File: src/rtl/mem_stage_lsu.sv
// ============================================================================
// mem_stage_lsu : MEM-stage load/store unit, req/ack data bus with timeout.
// Optional build macro MEM_MISALIGN_TRAP_EN enables misaligned-access trapping.
// Revision: 1.0 - initial release
// ============================================================================
`default_nettype none

module mem_stage_lsu #(
  parameter int TIMEOUT = 16,
  parameter int CNT_W   = 5
) (
  input  logic        clk,
  input  logic        reset,
  input  logic        mem_read_i,
  input  logic        mem_write_i,
  input  logic [2:0]  funct3_i,
  input  logic [31:0] addr_i,
  input  logic [31:0] wdata_i,
  output logic        dbus_req,
  output logic        dbus_we,
  output logic [31:0] dbus_addr,
  output logic [3:0]  dbus_be,
  output logic [31:0] dbus_wdata,
  input  logic        dbus_ack,
  input  logic [31:0] dbus_rdata,
  output logic [31:0] load_data_o,
  output logic        stall_o,
  output logic        bus_err_o,
  output logic        misalign_o
);

  typedef enum logic [1:0] {
    IDLE = 2'd0,
    WAIT = 2'd1,
    DONE = 2'd2
  } state_t;

  localparam logic [CNT_W-1:0] TO_LAST = (TIMEOUT > 0) ? CNT_W'(TIMEOUT - 1) : '0;

  state_t           state;
  state_t           state_next;
  logic [CNT_W-1:0] cnt;
  logic             req_read;
  logic [2:0]       req_f3;
  logic [1:0]       req_lo;

  logic             access;
  logic             trap;
  logic [3:0]       be_calc;
  logic [31:0]      wdata_calc;
  logic [7:0]       lane_byte;
  logic [15:0]      lane_half;
  logic [31:0]      load_ext;
  logic             timeout_hit;
  logic             stall;
  logic             start;
  logic             finish_ok;
  logic             finish_to;
  logic             trap_now;

  assign access      = mem_read_i | mem_write_i;
  assign timeout_hit = (TIMEOUT != 0) && (cnt == TO_LAST);

`ifdef MEM_MISALIGN_TRAP_EN
  assign trap = access &&
                (((funct3_i[1:0] == 2'b01) && addr_i[0]) ||
                 (funct3_i[1] && (addr_i[1:0] != 2'b00)));
`else
  assign trap = 1'b0;
`endif

  always_comb begin
    be_calc    = 4'b1111;
    wdata_calc = wdata_i;
    case (funct3_i[1:0])
      2'b00: begin
        be_calc    = 4'b0001 << addr_i[1:0];
        wdata_calc = {4{wdata_i[7:0]}};
      end
      2'b01: begin
        be_calc    = 4'b0011 << {addr_i[1], 1'b0};
        wdata_calc = {2{wdata_i[15:0]}};
      end
      default: begin
        be_calc    = 4'b1111;
        wdata_calc = wdata_i;
      end
    endcase
  end

  // Lane selection uses the address latched at request time, not the live input.
  always_comb begin
    lane_byte = dbus_rdata[7:0];
    case (req_lo)
      2'd0:    lane_byte = dbus_rdata[7:0];
      2'd1:    lane_byte = dbus_rdata[15:8];
      2'd2:    lane_byte = dbus_rdata[23:16];
      default: lane_byte = dbus_rdata[31:24];
    endcase
    lane_half = req_lo[1] ? dbus_rdata[31:16] : dbus_rdata[15:0];
    if (req_f3[1]) begin
      load_ext = dbus_rdata;
    end else if (req_f3[0]) begin
      load_ext = {{16{lane_half[15] & ~req_f3[2]}}, lane_half};
    end else begin
      load_ext = {{24{lane_byte[7] & ~req_f3[2]}}, lane_byte};
    end
  end

  always_comb begin
    state_next = state;
    stall      = 1'b0;
    start      = 1'b0;
    finish_ok  = 1'b0;
    finish_to  = 1'b0;
    trap_now   = 1'b0;
    case (state)
      IDLE: begin
        if (access) begin
          if (trap) begin
            trap_now = 1'b1;
          end else begin
            start      = 1'b1;
            stall      = 1'b1;
            state_next = WAIT;
          end
        end
      end
      WAIT: begin
        stall = 1'b1;
        if (dbus_ack) begin
          finish_ok  = 1'b1;
          state_next = DONE;
        end else if (timeout_hit) begin
          finish_to  = 1'b1;
          state_next = DONE;
        end
      end
      DONE: begin
        state_next = IDLE;
      end
      default: begin
        state_next = IDLE;
      end
    endcase
  end

  assign stall_o = stall & ~reset;

  always_ff @(posedge clk) begin
    if (reset) begin
      state       <= IDLE;
      cnt         <= '0;
      req_read    <= 1'b0;
      req_f3      <= 3'b000;
      req_lo      <= 2'b00;
      dbus_req    <= 1'b0;
      dbus_we     <= 1'b0;
      dbus_addr   <= 32'h0;
      dbus_be     <= 4'h0;
      dbus_wdata  <= 32'h0;
      load_data_o <= 32'h0;
      bus_err_o   <= 1'b0;
    end else begin
      state <= state_next;
      cnt   <= (state == WAIT) ? cnt + 1'b1 : '0;
      if (start) begin
        dbus_req   <= 1'b1;
        dbus_we    <= mem_write_i;
        dbus_addr  <= {addr_i[31:2], 2'b00};
        dbus_be    <= be_calc;
        dbus_wdata <= wdata_calc;
        req_read   <= mem_read_i & ~mem_write_i;
        req_f3     <= funct3_i;
        req_lo     <= addr_i[1:0];
      end
      if (finish_ok) begin
        dbus_req <= 1'b0;
        if (req_read) begin
          load_data_o <= load_ext;
        end
      end
      if (finish_to) begin
        dbus_req    <= 1'b0;
        bus_err_o   <= 1'b1;
        load_data_o <= 32'h0;
      end
      if (state == DONE) begin
        bus_err_o <= 1'b0;
      end
    end
  end

`ifdef MEM_MISALIGN_TRAP_EN
  logic misalign_q;

  always_ff @(posedge clk) begin
    if (reset) begin
      misalign_q <= 1'b0;
    end else begin
      misalign_q <= trap_now;
    end
  end

  assign misalign_o = misalign_q;
`else
  assign misalign_o = 1'b0;
`endif

endmodule

`default_nettype wire

File: config.mk
export PLATFORM = sky130hd
export DESIGN_NAME = mem_stage_lsu
export DESIGN_NICKNAME = d
export VERILOG_FILES = /design/src/rtl/mem_stage_lsu.sv
export SDC_FILE = /design/constraint.sdc
export NUM_CORES = 1
export LEC_CHECK = 0
export ABC_AREA = 1
export BUFFER_PORTS_ARGS = -buffer_cell sky130_fd_sc_hd__buf_2
export CAP_MARGIN = 20
export CELL_PAD_IN_SITES_DETAIL_PLACEMENT = 1
export CELL_PAD_IN_SITES_GLOBAL_PLACEMENT = 1
export CORE_UTILIZATION = 30
export CTS_CLUSTER_SIZE = 14
export DETAILED_ROUTE_END_ITERATION = 7
export PLACE_DENSITY_LB_ADDON = 0.15
export SETUP_SLACK_MARGIN = 0.5
export SYNTH_ARGS = -nofsm -noshare
export SYNTH_HDL_FRONTEND = slang
export SYNTH_SLANG_ARGS = --single-unit
File: constraint.sdc
create_clock -name clk -period 1.6 [get_ports clk]
set_input_delay 0.16 -clock clk [delete_from_list [all_inputs] [get_ports clk]]
set_output_delay 0.16 -clock clk [all_outputs]
set_load 0.05 [all_outputs]
==> impl_metrics.env <==
export IMPL_status="completed"
export IMPL_crit_chain="nor2_4 -> nand2_4 -> buf_6 -> a21oi_4 -> buf_8"
export IMPL_ys_seq_area_share_pct=46.1
export IMPL_power_frac_comb_pct=28.1
export IMPL_final_area_um2=8470
export IMPL_rr_worst_depth=9
export IMPL_cts_max_path_buffers=2
export IMPL_async_flop_share_pct=0
export IMPL_post_route_min_period_ns=1.51
export IMPL_fmax_mhz=661
export IMPL_synth_simple_gate_area_share_pct=21.1
export IMPL_htree_levels=4
export IMPL_timing_final_crit_share_pct=94.6
export IMPL_cts_root_buf="clkbuf_16"
export IMPL_drive_gt1_share_pct=47.1
export IMPL_yosys_top_cells_area="dfxtp_1 (46%), nand2_1 (10%), a21oi_1 (9.7%)"
export IMPL_hpwl_mm=12.7
export IMPL_synthMuxAreaShare_pct=0
export IMPL_synth_most_common_cell="nand2_1"
export IMPL_path_depth=5
export IMPL_crit_slowest_cell="dfxtp_4"
export IMPL_holdPathStages=3
export IMPL_wire_per_inst_um=17.2
export IMPL_powerDensity_nw_per_um2=1210
export IMPL_drt_pass1_iter_count=4
export IMPL_finalSetupViolations=0
export IMPL_drt_vias_per_instance=4.85
export IMPL_cts_tree="yes"
export IMPL_synth_edf_count=0
export IMPL_ys_seq_elements=114
export IMPL_utilization_pct=53.0
export IMPL_grt_usage_pct=23.7
export IMPL_synth_top_family_by_area="compound AO/OA/AOI/OAI gates"
export IMPL_leakage_nw=3.86
export IMPL_gp_congestion=0.796
export IMPL_die_h_um=130
export IMPL_synth_cell_types=28
export IMPL_finalWirelength_mm=20.0
export IMPL_netlist_instances=685
export IMPL_required_ns=1.44
export IMPL_max_stage_delay_ns=0.36
export IMPL_globalRouteOverflowTotal=0
export IMPL_worstSetupEndpointType="output port"
export IMPL_fin_setup_tns_ns=0
export IMPL_crit_fanout=3
export IMPL_yosysTopAreaCell="dfxtp_1"
export IMPL_rsz0062_at_grt="yes"
export IMPL_antenna_found_initial=2
export IMPL_die_w_um=130
export IMPL_crit_family="flip-flops"
export IMPL_switching_share_pct=32.8
export IMPL_ir_drop_mv=0.773
export IMPL_holdWs_ns=0.0103
export IMPL_vias=5657
export IMPL_rows=46
export IMPL_area_growth_syn_to_layout_pct=71.3
export IMPL_placed_area_um2=6300
export IMPL_yosysWarnings=0
export IMPL_yosys_most_used_dff="dfxtp_1"
export IMPL_worstSetupPathType="register to output port"
export IMPL_clock_latency_ns=0.41
export IMPL_intPower_mw=6.88
export IMPL_maxSlewViolCount=0
export IMPL_skew_ns=0.00806
export IMPL_synth_avg_cell_area_um2=7.22
export IMPL_crit_buf_inv=2
export IMPL_drtAntennaViolNets=0
export IMPL_fin_nets=1042
export IMPL_synthAdderAreaFrac_pct=0.506
export IMPL_startpoint_type="register"
export IMPL_cts_buffers=17
export IMPL_boundaryPins=209
export IMPL_power_frac_seq_pct=32.0
export IMPL_cts_sinks=114
export IMPL_yosysTopAreaCellShare_pct=46.1
export IMPL_core_um2=16000
export IMPL_io_buffer_count=205
export IMPL_synth_compound_area_share_pct=23.1
export IMPL_ys_top_cells_by_count="nand2_1 (134), dfxtp_1 (114), a21oi_1 (96), o21ai_0 (88), nor2_1 (85)"
export IMPL_grt_pass1_vias=5864
export IMPL_grt_pass1_wl_mm=30.5
export IMPL_hold_path_class="input pin to register"
export IMPL_max_cap_violations=0
export IMPL_synth_xor_area_share_pct=0
export IMPL_dieArea_um2=17000
export IMPL_critPathArrivalTime_ns=1.35
export IMPL_drc=0
export IMPL_switchingPower_mw=3.36
export IMPL_start_util_pct=30.9
export IMPL_hold_violations=0
export IMPL_first_iter_violations=242
export IMPL_grt_max_degree=47
export IMPL_clockPowerShare_pct=40.0
export IMPL_synth_area_um2=4950
export IMPL_clk_pin_slew_ns=0.06
routing by layer:
layer | vias to the layer above | routed length (um) | GRT usage (%)
met2 | 187 | 10200 | 40.9
met1 | 2688 | 8160 | 28.0
met5 | - | 0 | 0
met4 | 0 | 373 | 7.91
li1 | 2755 | - | -
met3 | 27 | 1300 | 6.96
sequential cells by signal, indices dropped and copies added (netlist names):
name / flops
bus_err_o: 1
cnt: 5
dbus_addr: 30
dbus_be: 4
dbus_req: 1
dbus_wdata: 32
dbus_we: 1
load_data_o: 32
req_f3: 3
req_lo: 2
req_read: 1
state: 2
cell families (layout without fill, tap and decap cells):
group | Yosys count | count (layout)
other cells | 1 | 4
flops | 114 | 114
simple gates | 254 | 254
buf+inv | 99 | 361
fa+ha+maj | 2 | 2
compound gates | 215 | 215
placed cells by master (no fill, tap or decap), types with 3 or more instances in the layout:
| cell | netlist | routed |
|---|---|---|
| buf_2 | 22 | 142 |
| nand2_1 | 134 | 128 |
| a21oi_1 | 96 | 82 |
| nor2_1 | 85 | 72 |
| dfxtp_2 | 0 | 60 |
| buf_6 | 3 | 56 |
| o21ai_0 | 88 | 49 |
| dfxtp_1 | 114 | 49 |
| inv_1 | 45 | 45 |
| buf_4 | 6 | 28 |
| a21oi_2 | 10 | 23 |
| o21ai_2 | 0 | 22 |
| dlygate4sd3_1 | 0 | 20 |
| clkbuf_16 | 0 | 17 |
| nand3_1 | 16 | 15 |
| buf_8 | 0 | 15 |
| nor2_4 | 0 | 10 |
| o21ai_1 | 0 | 10 |
| a31oi_1 | 9 | 9 |
| nand2_2 | 5 | 8 |
| o22ai_1 | 8 | 8 |
| o21ai_4 | 0 | 7 |
| buf_12 | 0 | 7 |
| nor3_1 | 7 | 6 |
| nand2_4 | 3 | 5 |
| dfxtp_4 | 0 | 5 |
| nor2_2 | 1 | 4 |
| clkbuf_8 | 0 | 4 |
| bufinv_16 | 0 | 4 |
| inv_2 | 6 | 3 |
| conb_1 | 1 | 3 |
| clkinv_2 | 0 | 3 |
| buf_16 | 0 | 3 |
| bufbuf_16 | 0 | 3 |
worst reg2reg max path, delay by kind of cell (launching register included):
| family | cells | cell delay (ns) |
|---|---|---|
| and+or+nand+nor | 4 | 0.46 |
| DFF | 1 | 0.35 |
| adders and majority gates | 2 | 0.31 |
| buffers and inverters | 1 | 0.12 |
| AOI/OAI and AO/OA | 2 | 0.12 |
per-stage QoR:
step,cells,worst slack [ns],total power [mW]
6_report,1166,0.0860,10.2
5_1_grt,1166,0.0326,10.7
4_1_cts,1161,0.0699,10.2
3_5_place_dp,1080,-0.00109,5.56
3_3_place_gp,1080,0.0456,5.50
2_1_floorplan,687,0.183,4.94
worst paths after layout:
path	from	endpoint	slack (ns)
max	state[0]$_SDFFE_PP0P_	stall_o	0.09
min	addr_i[21]	dbus_addr[21]$_SDFFE_PP0P_	0.01
max reg2reg	cnt[1]$_SDFF_PP0_	load_data_o[19]$_SDFFE_PP0P_	0.12
min reg2reg	dbus_wdata[22]$_SDFFE_PP0P_	dbus_wdata[22]$_SDFFE_PP0P_	0.46
cell type report:
class                           count  area [um^2]
Antenna cell                        1         2.50
Clock buffer                       23          488
Clock inverter                      9          151
Fill cell                        1984         7530
Inverter                           52          223
Multi-Input combinational cell    474         2620
Sequential cell                   114         2380
Tap cell                          216          270
Timing Repair Buffer              274         2300
Timing Repair inverter              3         43.8
power by group through the flow:
| stage | clock network, mW | registers, mW | logic [mW] |
|---|---|---|---|
| global placement | 0 | 3.26 | 2.24 |
| global route | 4.31 | 3.30 | 3.06 |
| floorplan | 0 | 4.02 | 0.919 |
| detailed placement | 0 | 3.28 | 2.29 |
| CTS | 4.17 | 3.25 | 2.76 |
| finish | 4.10 | 3.27 | 2.88 |
timing repair:
action	in CTS	in global routing
gates resized for setup	206	130
pin swaps	8	11
gates cloned	9	0
hold buffers	19	1
hold endpoints to repair	19	1
setup endpoints to repair	210	192
buffers inserted	21	3
Note: power is estimated with default switching activity, not from simulation.
